File: config.mk
export PLATFORM = sky130hd
export DESIGN_NAME = fft_pease_scheduler
export DESIGN_NICKNAME = d
export VERILOG_FILES = /design/src/rtl/fft_pease_sched_pkg.sv /design/src/rtl/fft_pease_sched_Arbiter2.sv /design/src/rtl/fft_pease_scheduler.sv
export SDC_FILE = /design/constraint.sdc
export NUM_CORES = 1
export LEC_CHECK = 0
export BUFFER_PORTS_ARGS = -buffer_cell sky130_fd_sc_hd__buf_2
export CAP_MARGIN = 10
export CORE_AREA = 2 2 609 611
export CTS_CLUSTER_SIZE = 20
export DETAILED_ROUTE_END_ITERATION = 10
export DIE_AREA = 0 0 611 613
export PLACE_DENSITY = 0.3
export SLEW_MARGIN = 20
export SYNTH_ARGS = -nofsm -noshare
export SYNTH_HDL_FRONTEND = slang
export SYNTH_SLANG_ARGS = --single-unit
File: constraint.sdc
create_clock -name clk -period 3.8 [get_ports clk]
set_input_delay 0.19 -clock clk [delete_from_list [all_inputs] [get_ports clk]]
set_output_delay 0.19 -clock clk [all_outputs]
set_load 0.02 [all_outputs]
File: src/rtl/fft_pease_sched_pkg.sv
// Purpose : shared types and helpers for the FFT Pease scheduler (state enum, arbitration helpers).
// Latency : n/a (package only).
// Backpressure: n/a (package only).
// Contents: sched_state_e (IDLE/ISSUE/WAIT/RESP), REQ_CNT, rr_pick(), req_onehot().
package fft_pease_sched_pkg;

    // Number of requesters sharing the FFT engine.
    localparam int unsigned REQ_CNT = 2;

    typedef enum logic [1:0] {
        IDLE  = 2'd0,
        ISSUE = 2'd1,
        WAIT  = 2'd2,
        RESP  = 2'd3
    } sched_state_e;

    // Pick a winner from two valid flags. On a tie the requester that was
    // not served last wins; a single valid requester always wins.
    // Passing last_served = 1 makes requester 0 the fixed tie winner.
    function automatic logic rr_pick(input logic [1:0] vld, input logic last_served);
        logic idx;
        if (vld == 2'b11) begin
            idx = ~last_served;
        end else begin
            idx = vld[1] & ~vld[0];
        end
        return idx;
    endfunction

    // One-hot select of a requester index.
    function automatic logic [1:0] req_onehot(input logic idx);
        logic [1:0] oh;
        oh      = 2'b00;
        oh[idx] = 1'b1;
        return oh;
    endfunction

endpackage

File: src/rtl/fft_pease_sched_Arbiter2.sv
// Purpose : two-way requester arbiter for the FFT scheduler; round-robin by default,
//           fixed priority (requester 0 wins ties) when FFT_SCHED_FIXED_PRIO_EN is defined.
// Latency : combinational grant; last_served updates one cycle after served_en_i.
// Backpressure: none; the grant is only meaningful while the parent FSM is idle.
// Ports   : clk/reset (sync, active-high), req_val_i[1:0] request flags,
//           served_en_i/served_idx_i record the requester whose response completed,
//           gnt_vld_o (any request), gnt_idx_o (winning requester).
// Config  : FFT_SCHED_FIXED_PRIO_EN -- fixed priority, last_served register not used.
module fft_pease_sched_Arbiter2
    import fft_pease_sched_pkg::*;
(
    input  logic       clk,
    input  logic       reset,
    input  logic [1:0] req_val_i,
    input  logic       served_en_i,
    input  logic       served_idx_i,
    output logic       gnt_vld_o,
    output logic       gnt_idx_o
);

    assign gnt_vld_o = |req_val_i;

`ifdef FFT_SCHED_FIXED_PRIO_EN

    // Pinning the history to "1 served last" makes requester 0 win every tie.
    assign gnt_idx_o = rr_pick(req_val_i, 1'b1);

    // History inputs have no meaning in fixed-priority mode.
    logic unused_hist;
    assign unused_hist = ^{clk, reset, served_en_i, served_idx_i};

`else

    logic last_served_q;
    logic last_served_d;

    assign gnt_idx_o = rr_pick(req_val_i, last_served_q);

    always_comb begin
        last_served_d = last_served_q;
        if (served_en_i) begin
            last_served_d = served_idx_i;
        end
    end

    // Resets to 1 so that requester 0 wins the first tie after reset.
    always_ff @(posedge clk) begin
        if (reset) begin
            last_served_q <= 1'b1;
        end else begin
            last_served_q <= last_served_d;
        end
    end

`endif

endmodule

File: src/rtl/fft_pease_scheduler.sv
// Purpose : shares one FFT engine between two requesters; one frame in flight, single frame buffer.
// Latency : grant at cycle 0, fft_recv_val at cycle 1; respk_val one cycle after fft_send_val is sampled.
// Backpressure: holds in ISSUE while fft_recv_rdy=0 and in RESP while respk_rdy=0; no new grant until IDLE.
// Ports   : clk, reset (sync, active-high);
//           reqk_msg/val/rdy   requester-k input frame (rdy is combinational, high only for the winner in IDLE);
//           respk_msg/val/rdy  requester-k result frame;
//           fft_recv_*         frame issued to the engine; fft_send_* result returned by the engine;
//           owner              requester holding the grant; busy high whenever not IDLE.
// Config  : FFT_SCHED_FIXED_PRIO_EN -- requester 0 always wins ties (see fft_pease_sched_Arbiter2).
module fft_pease_scheduler
    import fft_pease_sched_pkg::*;
#(
    parameter int BIT_WIDTH = 32,
    parameter int N_SAMPLES = 8
) (
    input  logic                           clk,
    input  logic                           reset,

    input  logic [BIT_WIDTH*N_SAMPLES-1:0] req0_msg,
    input  logic                           req0_val,
    output logic                           req0_rdy,
    input  logic [BIT_WIDTH*N_SAMPLES-1:0] req1_msg,
    input  logic                           req1_val,
    output logic                           req1_rdy,

    output logic [BIT_WIDTH*N_SAMPLES-1:0] resp0_msg,
    output logic                           resp0_val,
    input  logic                           resp0_rdy,
    output logic [BIT_WIDTH*N_SAMPLES-1:0] resp1_msg,
    output logic                           resp1_val,
    input  logic                           resp1_rdy,

    output logic [BIT_WIDTH*N_SAMPLES-1:0] fft_recv_msg,
    output logic                           fft_recv_val,
    input  logic                           fft_recv_rdy,

    input  logic [BIT_WIDTH*N_SAMPLES-1:0] fft_send_msg,
    input  logic                           fft_send_val,
    output logic                           fft_send_rdy,

    output logic                           owner,
    output logic                           busy
);

    localparam int FRAME_W = BIT_WIDTH * N_SAMPLES;

    sched_state_e        state_q, state_d;
    logic [FRAME_W-1:0]  buf_q, buf_d;
    logic                owner_q, owner_d;

    // Handshake outputs registered from the next state.
    logic                busy_q;
    logic                fft_recv_val_q;
    logic                fft_send_rdy_q;
    logic [1:0]          resp_val_q;

    logic                gnt_vld;
    logic                gnt_idx;
    logic                served_en;
    logic                resp_rdy_sel;

    fft_pease_sched_Arbiter2 u_arb (
        .clk          (clk),
        .reset        (reset),
        .req_val_i    ({req1_val, req0_val}),
        .served_en_i  (served_en),
        .served_idx_i (owner_q),
        .gnt_vld_o    (gnt_vld),
        .gnt_idx_o    (gnt_idx)
    );

    // Request acceptance must be visible in the same cycle the request is
    // presented, so rdy is decoded combinationally from the arbiter.
    assign req0_rdy = (state_q == IDLE) && gnt_vld && !gnt_idx;
    assign req1_rdy = (state_q == IDLE) && gnt_vld &&  gnt_idx;

    assign resp_rdy_sel = owner_q ? resp1_rdy : resp0_rdy;

    always_comb begin
        state_d   = state_q;
        buf_d     = buf_q;
        owner_d   = owner_q;
        served_en = 1'b0;
        case (state_q)
            IDLE: begin
                if (gnt_vld) begin
                    buf_d   = gnt_idx ? req1_msg : req0_msg;
                    owner_d = gnt_idx;
                    state_d = ISSUE;
                end
            end
            ISSUE: begin
                if (fft_recv_rdy) begin
                    state_d = WAIT;
                end
            end
            WAIT: begin
                // Result overwrites the input frame: only one frame is ever held.
                if (fft_send_val) begin
                    buf_d   = fft_send_msg;
                    state_d = RESP;
                end
            end
            RESP: begin
                if (resp_rdy_sel) begin
                    served_en = 1'b1;
                    state_d   = IDLE;
                end
            end
            default: begin
                state_d = IDLE;
            end
        endcase
    end

    always_ff @(posedge clk) begin
        if (reset) begin
            state_q        <= IDLE;
            buf_q          <= '0;
            owner_q        <= 1'b0;
            busy_q         <= 1'b0;
            fft_recv_val_q <= 1'b0;
            fft_send_rdy_q <= 1'b0;
            resp_val_q     <= 2'b00;
        end else begin
            state_q        <= state_d;
            buf_q          <= buf_d;
            owner_q        <= owner_d;
            busy_q         <= (state_d != IDLE);
            fft_recv_val_q <= (state_d == ISSUE);
            fft_send_rdy_q <= (state_d == WAIT);
            resp_val_q     <= (state_d == RESP) ? req_onehot(owner_d) : 2'b00;
        end
    end

    // Message outputs always show the buffer; they only matter while the matching val is high.
    assign fft_recv_msg = buf_q;
    assign resp0_msg    = buf_q;
    assign resp1_msg    = buf_q;

    assign fft_recv_val = fft_recv_val_q;
    assign fft_send_rdy = fft_send_rdy_q;
    assign resp0_val    = resp_val_q[0];
    assign resp1_val    = resp_val_q[1];
    assign owner        = owner_q;
    assign busy         = busy_q;

endmodule

# Yosys cells after proc, flatten, opt, wreduce, memory -nomap -nowiden
# Index checks and enable logic that the tools add are counted.
dict set report op_classes {
  order_cmp 2
  n_eq_ne 9
  n_mux 17
  n_bitwise 4
  n_reduce_logical 11
}
# op count
set ops {}
lappend ops {{$mux 256} 3}
lappend ops {{$pmux 256 s2} 1}
lappend ops {{$eq 2x2->1 const B} 5}
lappend ops {{$mux 2} 4}
lappend ops {{$pmux 2 s4} 1}
lappend ops {{$mux 1} 7}
lappend ops {{$eq 2x1->1 const B} 2}
lappend ops {{$logic_and 1x1->1} 4}
lappend ops {{$ne 2x2->1 const B} 2}
lappend ops {{$reduce_bool 2->1} 2}
lappend ops {{$reduce_or 2->1} 2}
lappend ops {{$not 1->1} 3}
lappend ops {{$reduce_and 3->1} 1}
lappend ops {{$logic_not 2->1} 1}
lappend ops {{$lt 1x2->1 const B} 1}
lappend ops {{$and 1x1->1} 1}
lappend ops {{$demux 1 s1} 1}
lappend ops {{$ge 1x1->1 const B} 1}
lappend ops {{$logic_not 1->1} 1}
dict set report word_totals {
  register_bits 265
  out_inout_bits 776
  wordCells 51
}

# Longest topological paths before layout
dict set report depth {
  word_depth 9
  ltp_mapped 7
  depth_no_buf 4
}

# Cells and area by module
# From an unflattened synthesis, not the netlist that was laid out.
dict set report unflattened {
  hier_cells 1695
  hier_area_um2 17785.8
}
# module n_inst cells_each area_per_inst_um2
set by_module_without_submodules {}
lappend by_module_without_submodules {fft_pease_scheduler 1 1690 17737.0}
lappend by_module_without_submodules {fft_pease_sched_Arbiter2 1 5 48.8}

# Worst setup path after synthesis
# OpenSTA, ideal clock, no wires.
dict set report synth_timing {
  path_type {register to register}
  from {register state_q[0]}
  to {register resp_val_q[1]}
  setup_time_ns 0.096
  arrival_ns 1.479
  setup_slack_ns 2.224
  stages_incl_launch_ff 5
  synth_period_minus_slack_ns 1.576
  path_cell_list {dfxtp_1 buf_2 nor3_1 a21oi_1 nor4b_1}
}
dict set report synth_between {
  elab_chain_len 6
  word_cells_on_any_way 18
  classes_between {order compare: 2; eq/ne: 4; mux: 8; bitwise: 1; reduce/logical: 3}
}
# item line_no
set synth_lines {}
lappend synth_lines {{start, declared} fft_pease_scheduler.sv:47} ;# sched_state_e state_q, state_d;
lappend synth_lines {{start signal, assigned} fft_pease_scheduler.sv:126} ;# state_q <= state_d;
lappend synth_lines {{$logic_not 2->1} fft_pease_scheduler.sv:84} ;# case (state_q)
lappend synth_lines {{$mux 1} fft_pease_scheduler.sv:84}
lappend synth_lines {{$lt 1x2->1 (not written as such) / $ge 1x1->1 (equally long branches)} fft_pease_sched_pkg.sv:34} ;# oh[idx] = 1'b1;
lappend synth_lines {{$logic_and 1x1->1 (not written as such)} fft_pease_sched_pkg.sv:34}
lappend synth_lines {{$mux 1 (not written as such)} fft_pease_sched_pkg.sv:34}
lappend synth_lines {{$demux 1 s1} fft_pease_sched_pkg.sv:34}
lappend synth_lines {{end signal, assigned} fft_pease_scheduler.sv:132} ;# resp_val_q <= (state_d == RESP) ? req_onehot(owner_d) : 2'b00;
lappend synth_lines {{end, declared} fft_pease_scheduler.sv:55} ;# logic [1:0] resp_val_q;
# Parallel ways exist; a longest one is shown, timed or not.
# A chain may end at the register's enable or synchronous reset.

# Final worst setup path
dict set report layout_timing {
  from {register state_q[0]}
  to {register buf_q[157] (netlist: fft_recv_msg[157])}
}
dict set report layout_between {
  elab_chain_len 3
  word_cells_on_any_way 7
  classes_between {eq/ne: 3; mux: 1; reduce/logical: 3}
}
# item line_no
set layout_lines {}
lappend layout_lines {{$eq 2x2->1 / $logic_not 2->1 (equally long branches)} fft_pease_scheduler.sv:84}
lappend layout_lines {{$ne 2x2->1 (no source line) / $reduce_bool 2->1 (equally long branches)} -}
lappend layout_lines {{$reduce_and 3->1 (no source line)} -}
lappend layout_lines {{end signal, assigned} fft_pease_scheduler.sv:127} ;# buf_q <= buf_d;
lappend layout_lines {{end, declared} fft_pease_scheduler.sv:48} ;# logic [FRAME_W-1:0] buf_q, buf_d;
# Parallel ways exist; a longest one is shown, timed or not.

==> out/results.md <==
| Item | Reported | Unit |
|:---|:---|:---|
| Number of top-level design ports | 1552 | - |
| Worst setup path start | state_q[0] | - |
| Count of final max-slew check failures | 0 | - |
| Antenna violations before repair | 206 | - |
| Internal power of the cells | 7809 | uW |
| Max-cap viol count | 0 | - |
| Antenna Violating Nets Remaining | 0 | - |
| Synthesis-to-layout area growth | 102.2 | % |
| All-Layer GR Usage | 0.1337 | - |
| Proportion of synthesized chip area in sequential cells | 0.3140 | - |
| TritonCTS buffer count | 44 | - |
| # H-tree levels | 2 | - |
| RSZ-0062 raised after global routing | false | - |
| Library cells used by synthesis | 31 | - |
| Post-detail-place hpwl | 228.8 | mm |
| Via/cell ratio | 2.861 | - |
| Number of nets produced by synthesis | 2787 | - |
| CTS root buffer | sky130_fd_sc_hd__clkbuf_16 | - |
| Crit Path Class | reg -> reg | - |
| Post-layout net count | 4324 | - |
| Clock-pin slew of the registers on the worst-case setup and hold paths | 60 | ps |
| Gr ovfl total | 0 | - |
| Post-synthesis area per instance | 8.401 | um^2 |
| Total wirelength of the detailed-routed design | 266.0 | mm |
| Power density relative to cell area | 420.1 | nW/um^2 |
| Crit start category | flop | - |
| Number of cell rows | 223 | - |
| Launch instance of the worst min-delay path | fft_send_msg[221] | - |
| CTS tree | done | - |
| Data required time of the worst path | 4320 | ps |
| Net switching component of the power | 6542 | uW |
| Part of the power in registers | 0.299 | - |
| Worst clock skew | 38.54 | ps |
| Type of the most critical hold path | in -> reg | - |
| Wire per inst | 31.41 | um |
| Tightest slew margin relative to the limit | 0.1420 | - |
| Final total negative setup slack | 0 | ps |
| Total count of hold-check failures in the final report | 0 | - |
| Total of buffers placed on input and output ports | 1551 | - |
| Chip height | 613 | um |
| Top achievable clock speed | 272.3 | MHz |
| Endpoints failing setup | 0 | - |
| Fraction of power spent switching nets | 0.4559 | - |
| Arr. time, crit path | 4200 | ps |
| Leading cell type in the layout, fill and taps excluded | sky130_fd_sc_hd__buf_2 | - |
| Post-detailed-placement cell area | 26780 | um^2 |
| Final RePlAce weighted congestion | 0.9541 | - |
| Critical Path End Type | flop | - |
| Area of the die | 374500 | um^2 |
| Overall power | 14350 | uW |
| Post-synthesis instance total | 2011 | - |
| Fraction of the core area covered by cells at the end of the flow | 0.09290 | - |
| Total number of vias | 24.22k | - |
| Max Buffers Root-to-Sink | 3 | - |
| Wire length of the first global-routing pass | 311.3 | mm |
| Chip width | 611 | um |
| Number of global-route vias before repair | 23.07k | - |
| PostCTS Resize Cnt | 0 | - |
| Cell Area, Synth | 16890 | um^2 |
| Clk sink count | 265 | - |
| Flip-flop and latch count after synthesis | 265 | - |
| DRC viols | 0 | - |
| Max Fanout on Critical Path | 71 | - |
| DR pass1 iterations | 5 | - |
| Tightest Pin Transition | 1273 | ps |
| Initial core utilization | 0.04594 | - |
| Part of the total power dissipated in combinational logic | 0.386 | - |
| Final clock period utilization by the worst path | 0.9665 | - |
| Warning count from the yosys run | 0 | - |
| Clock latency on the worst-skew pair | 670 | ps |
| Clock period minus final worst setup slack | 3673 | ps |
| Maximum number of pins on one net before global-route repair | 85 | - |
| Worst reg2reg path startpoint | state_q[0] | - |
| Commonest cells after routing, fill and taps aside | sky130_fd_sc_hd__buf_2 (1552), sky130_fd_sc_hd__dlygate4sd3_1 (569), sky130_fd_sc_hd__dfxtp_1 (264), sky130_fd_sc_hd__a21oi_1 (259), sky130_fd_sc_hd__o2bb2ai_1 (256) | - |
| Iter 0 DRT Violations | 1733 | - |
| Share of post-route cells with drive strength above 1 | 0.4708 | - |
| Outcome | complete, no violations | - |
| Clock network power share | 0.314 | - |
| Placeable core region | 367700 | um^2 |
| Leakage power of the design | 0.01483 | uW |
| Maximum vdd drop | 0.2992 | mV |
| Finished Cell Area | 34160 | um^2 |
| Post-Route Hold Slack | 0.1625 | ps |
==> cells by family (layout without fill, tap and decap cells) <==
| logic type | Yosys count | count (layout) | share of synthesized area |
|---|---|---|---|
| AOI/OAI and AO/OA | 1036 | 1038 | 0.4031 |
| buffers and inverters | 686 | 2254 | 0.2737 |
| DFF | 265 | 265 | 0.3140 |
| and+or+nand+nor | 22 | 22 | 0.007999 |
| muxes | 2 | 2 | 0.001185 |
| other | 0 | 49 | 0 |
==> final cells by class <==
cell class / instances / area [um^2]
repair buffers: 2173 / 14120
multi-input cells: 1062 / 7032
flip-flops and latches: 265 / 5306
fillers: 43230 / 333600
inverters: 2 / 7.507
clock buffers: 67 / 1350
diodes: 49 / 122.6
clock inverters: 12 / 177.7
well taps: 4837 / 6052
==> state kept, by name (all words and copies together), names as in the netlist <==
register,count
u_arb.last_served_q,1
fft_recv_msg,256
resp_val_q,2
busy,1
state_q,2
fft_send_rdy,1
fft_recv_val,1
owner,1
==> power by group through the flow <==
stage	clock [uW]	combinational [uW]	sequential, uW
after floorplan	0	2570	3820
after global placement	0	4920	4350
after detailed placement	0	4900	4360
after CTS	4760	5670	4310
after global routing	4810	5880	4310
final	4510	5540	4300
==> worst paths after layout <==
path,endpoint,slack [ps],depth (start not counted)
worst max-delay path,fft_recv_msg[157],130,8
worst max register to register,fft_recv_msg[157],130,8
worst min-delay path,fft_recv_msg[221],0.2,3
worst min register to register,fft_recv_msg[234],580,1
==> per-layer routing <==
| metal | vias to the layer above | track usage | part of all wire |
|---|---|---|---|
| met1 | 12070 | 0.1519 | 0.38 |
| li1 | 9938 | - | - |
| met4 | 74 | 0.03721 | 0.032 |
| met2 | 1699 | 0.2296 | 0.48 |
| met5 | - | 0.001421 | 0.0027 |
| met3 | 442 | 0.05317 | 0.10 |
==> stage by stage <==
stage	setup WS [ps]	instances
final	127.2	8467
after global routing	36.78	8432
after CTS	69.58	8414
after detailed placement	1141	7766
after global placement	964.0	7765
after floorplan	2225	2011
==> worst max-delay path, stage by stage (launching register included) <==
cell and delay (ps):
sky130_fd_sc_hd__dfxtp_1 700, sky130_fd_sc_hd__nor2b_4 150, sky130_fd_sc_hd__buf_12 200, sky130_fd_sc_hd__buf_4 380, sky130_fd_sc_hd__a21oi_1 400, sky130_fd_sc_hd__a21boi_0 220, sky130_fd_sc_hd__dlygate4sd3_1 580, sky130_fd_sc_hd__o2bb2ai_1 70
sky130_fd_sc_hd__dlygate4sd3_1 550
==> Yosys cell counts <==
cell type,n,area (um^2)
sky130_fd_sc_hd__a21boi_1,41,307.8
sky130_fd_sc_hd__a41oi_1,1,8.760
sky130_fd_sc_hd__inv_1,1,3.750
sky130_fd_sc_hd__nand3b_1,1,7.510
sky130_fd_sc_hd__a21boi_0,216,1622
sky130_fd_sc_hd__nor2b_1,1,6.260
sky130_fd_sc_hd__nor4b_1,1,8.760
sky130_fd_sc_hd__dfxtp_1,265,5305
sky130_fd_sc_hd__a211oi_1,1,7.510
sky130_fd_sc_hd__mux2i_1,2,20.02
sky130_fd_sc_hd__a21oi_1,259,1296
sky130_fd_sc_hd__a21bo_2,1,10.01
sky130_fd_sc_hd__nand2_1,3,11.26
sky130_fd_sc_hd__buf_2,102,510.5
sky130_fd_sc_hd__a2111oi_0,1,8.760
sky130_fd_sc_hd__nor4_1,1,6.260
sky130_fd_sc_hd__nor4bb_1,1,10.01
sky130_fd_sc_hd__nor3_1,4,20.02
sky130_fd_sc_hd__and2b_1,1,7.510
sky130_fd_sc_hd__nor2_1,7,26.28
sky130_fd_sc_hd__nor4_4,1,21.27
sky130_fd_sc_hd__a21oi_2,1,8.760
sky130_fd_sc_hd__o21a_1,1,7.510
sky130_fd_sc_hd__o21ai_0,105,525.5
sky130_fd_sc_hd__inv_2,1,3.750
sky130_fd_sc_hd__o21ai_1,153,765.7
sky130_fd_sc_hd__o2bb2ai_1,256,2242
sky130_fd_sc_hd__nor3_2,1,10.01
sky130_fd_sc_hd__buf_4,512,3844
sky130_fd_sc_hd__clkbuf_1,69,259.0
sky130_fd_sc_hd__buf_1,1,3.750
==> repair_timing <==
action	in CTS	in global routing
setup buffers	0	2
setup endpoints to repair	0	19
endpoints found under the hold margin	265	0
hold buffers	569	0
Note: power is estimated with default switching activity, not from simulation.
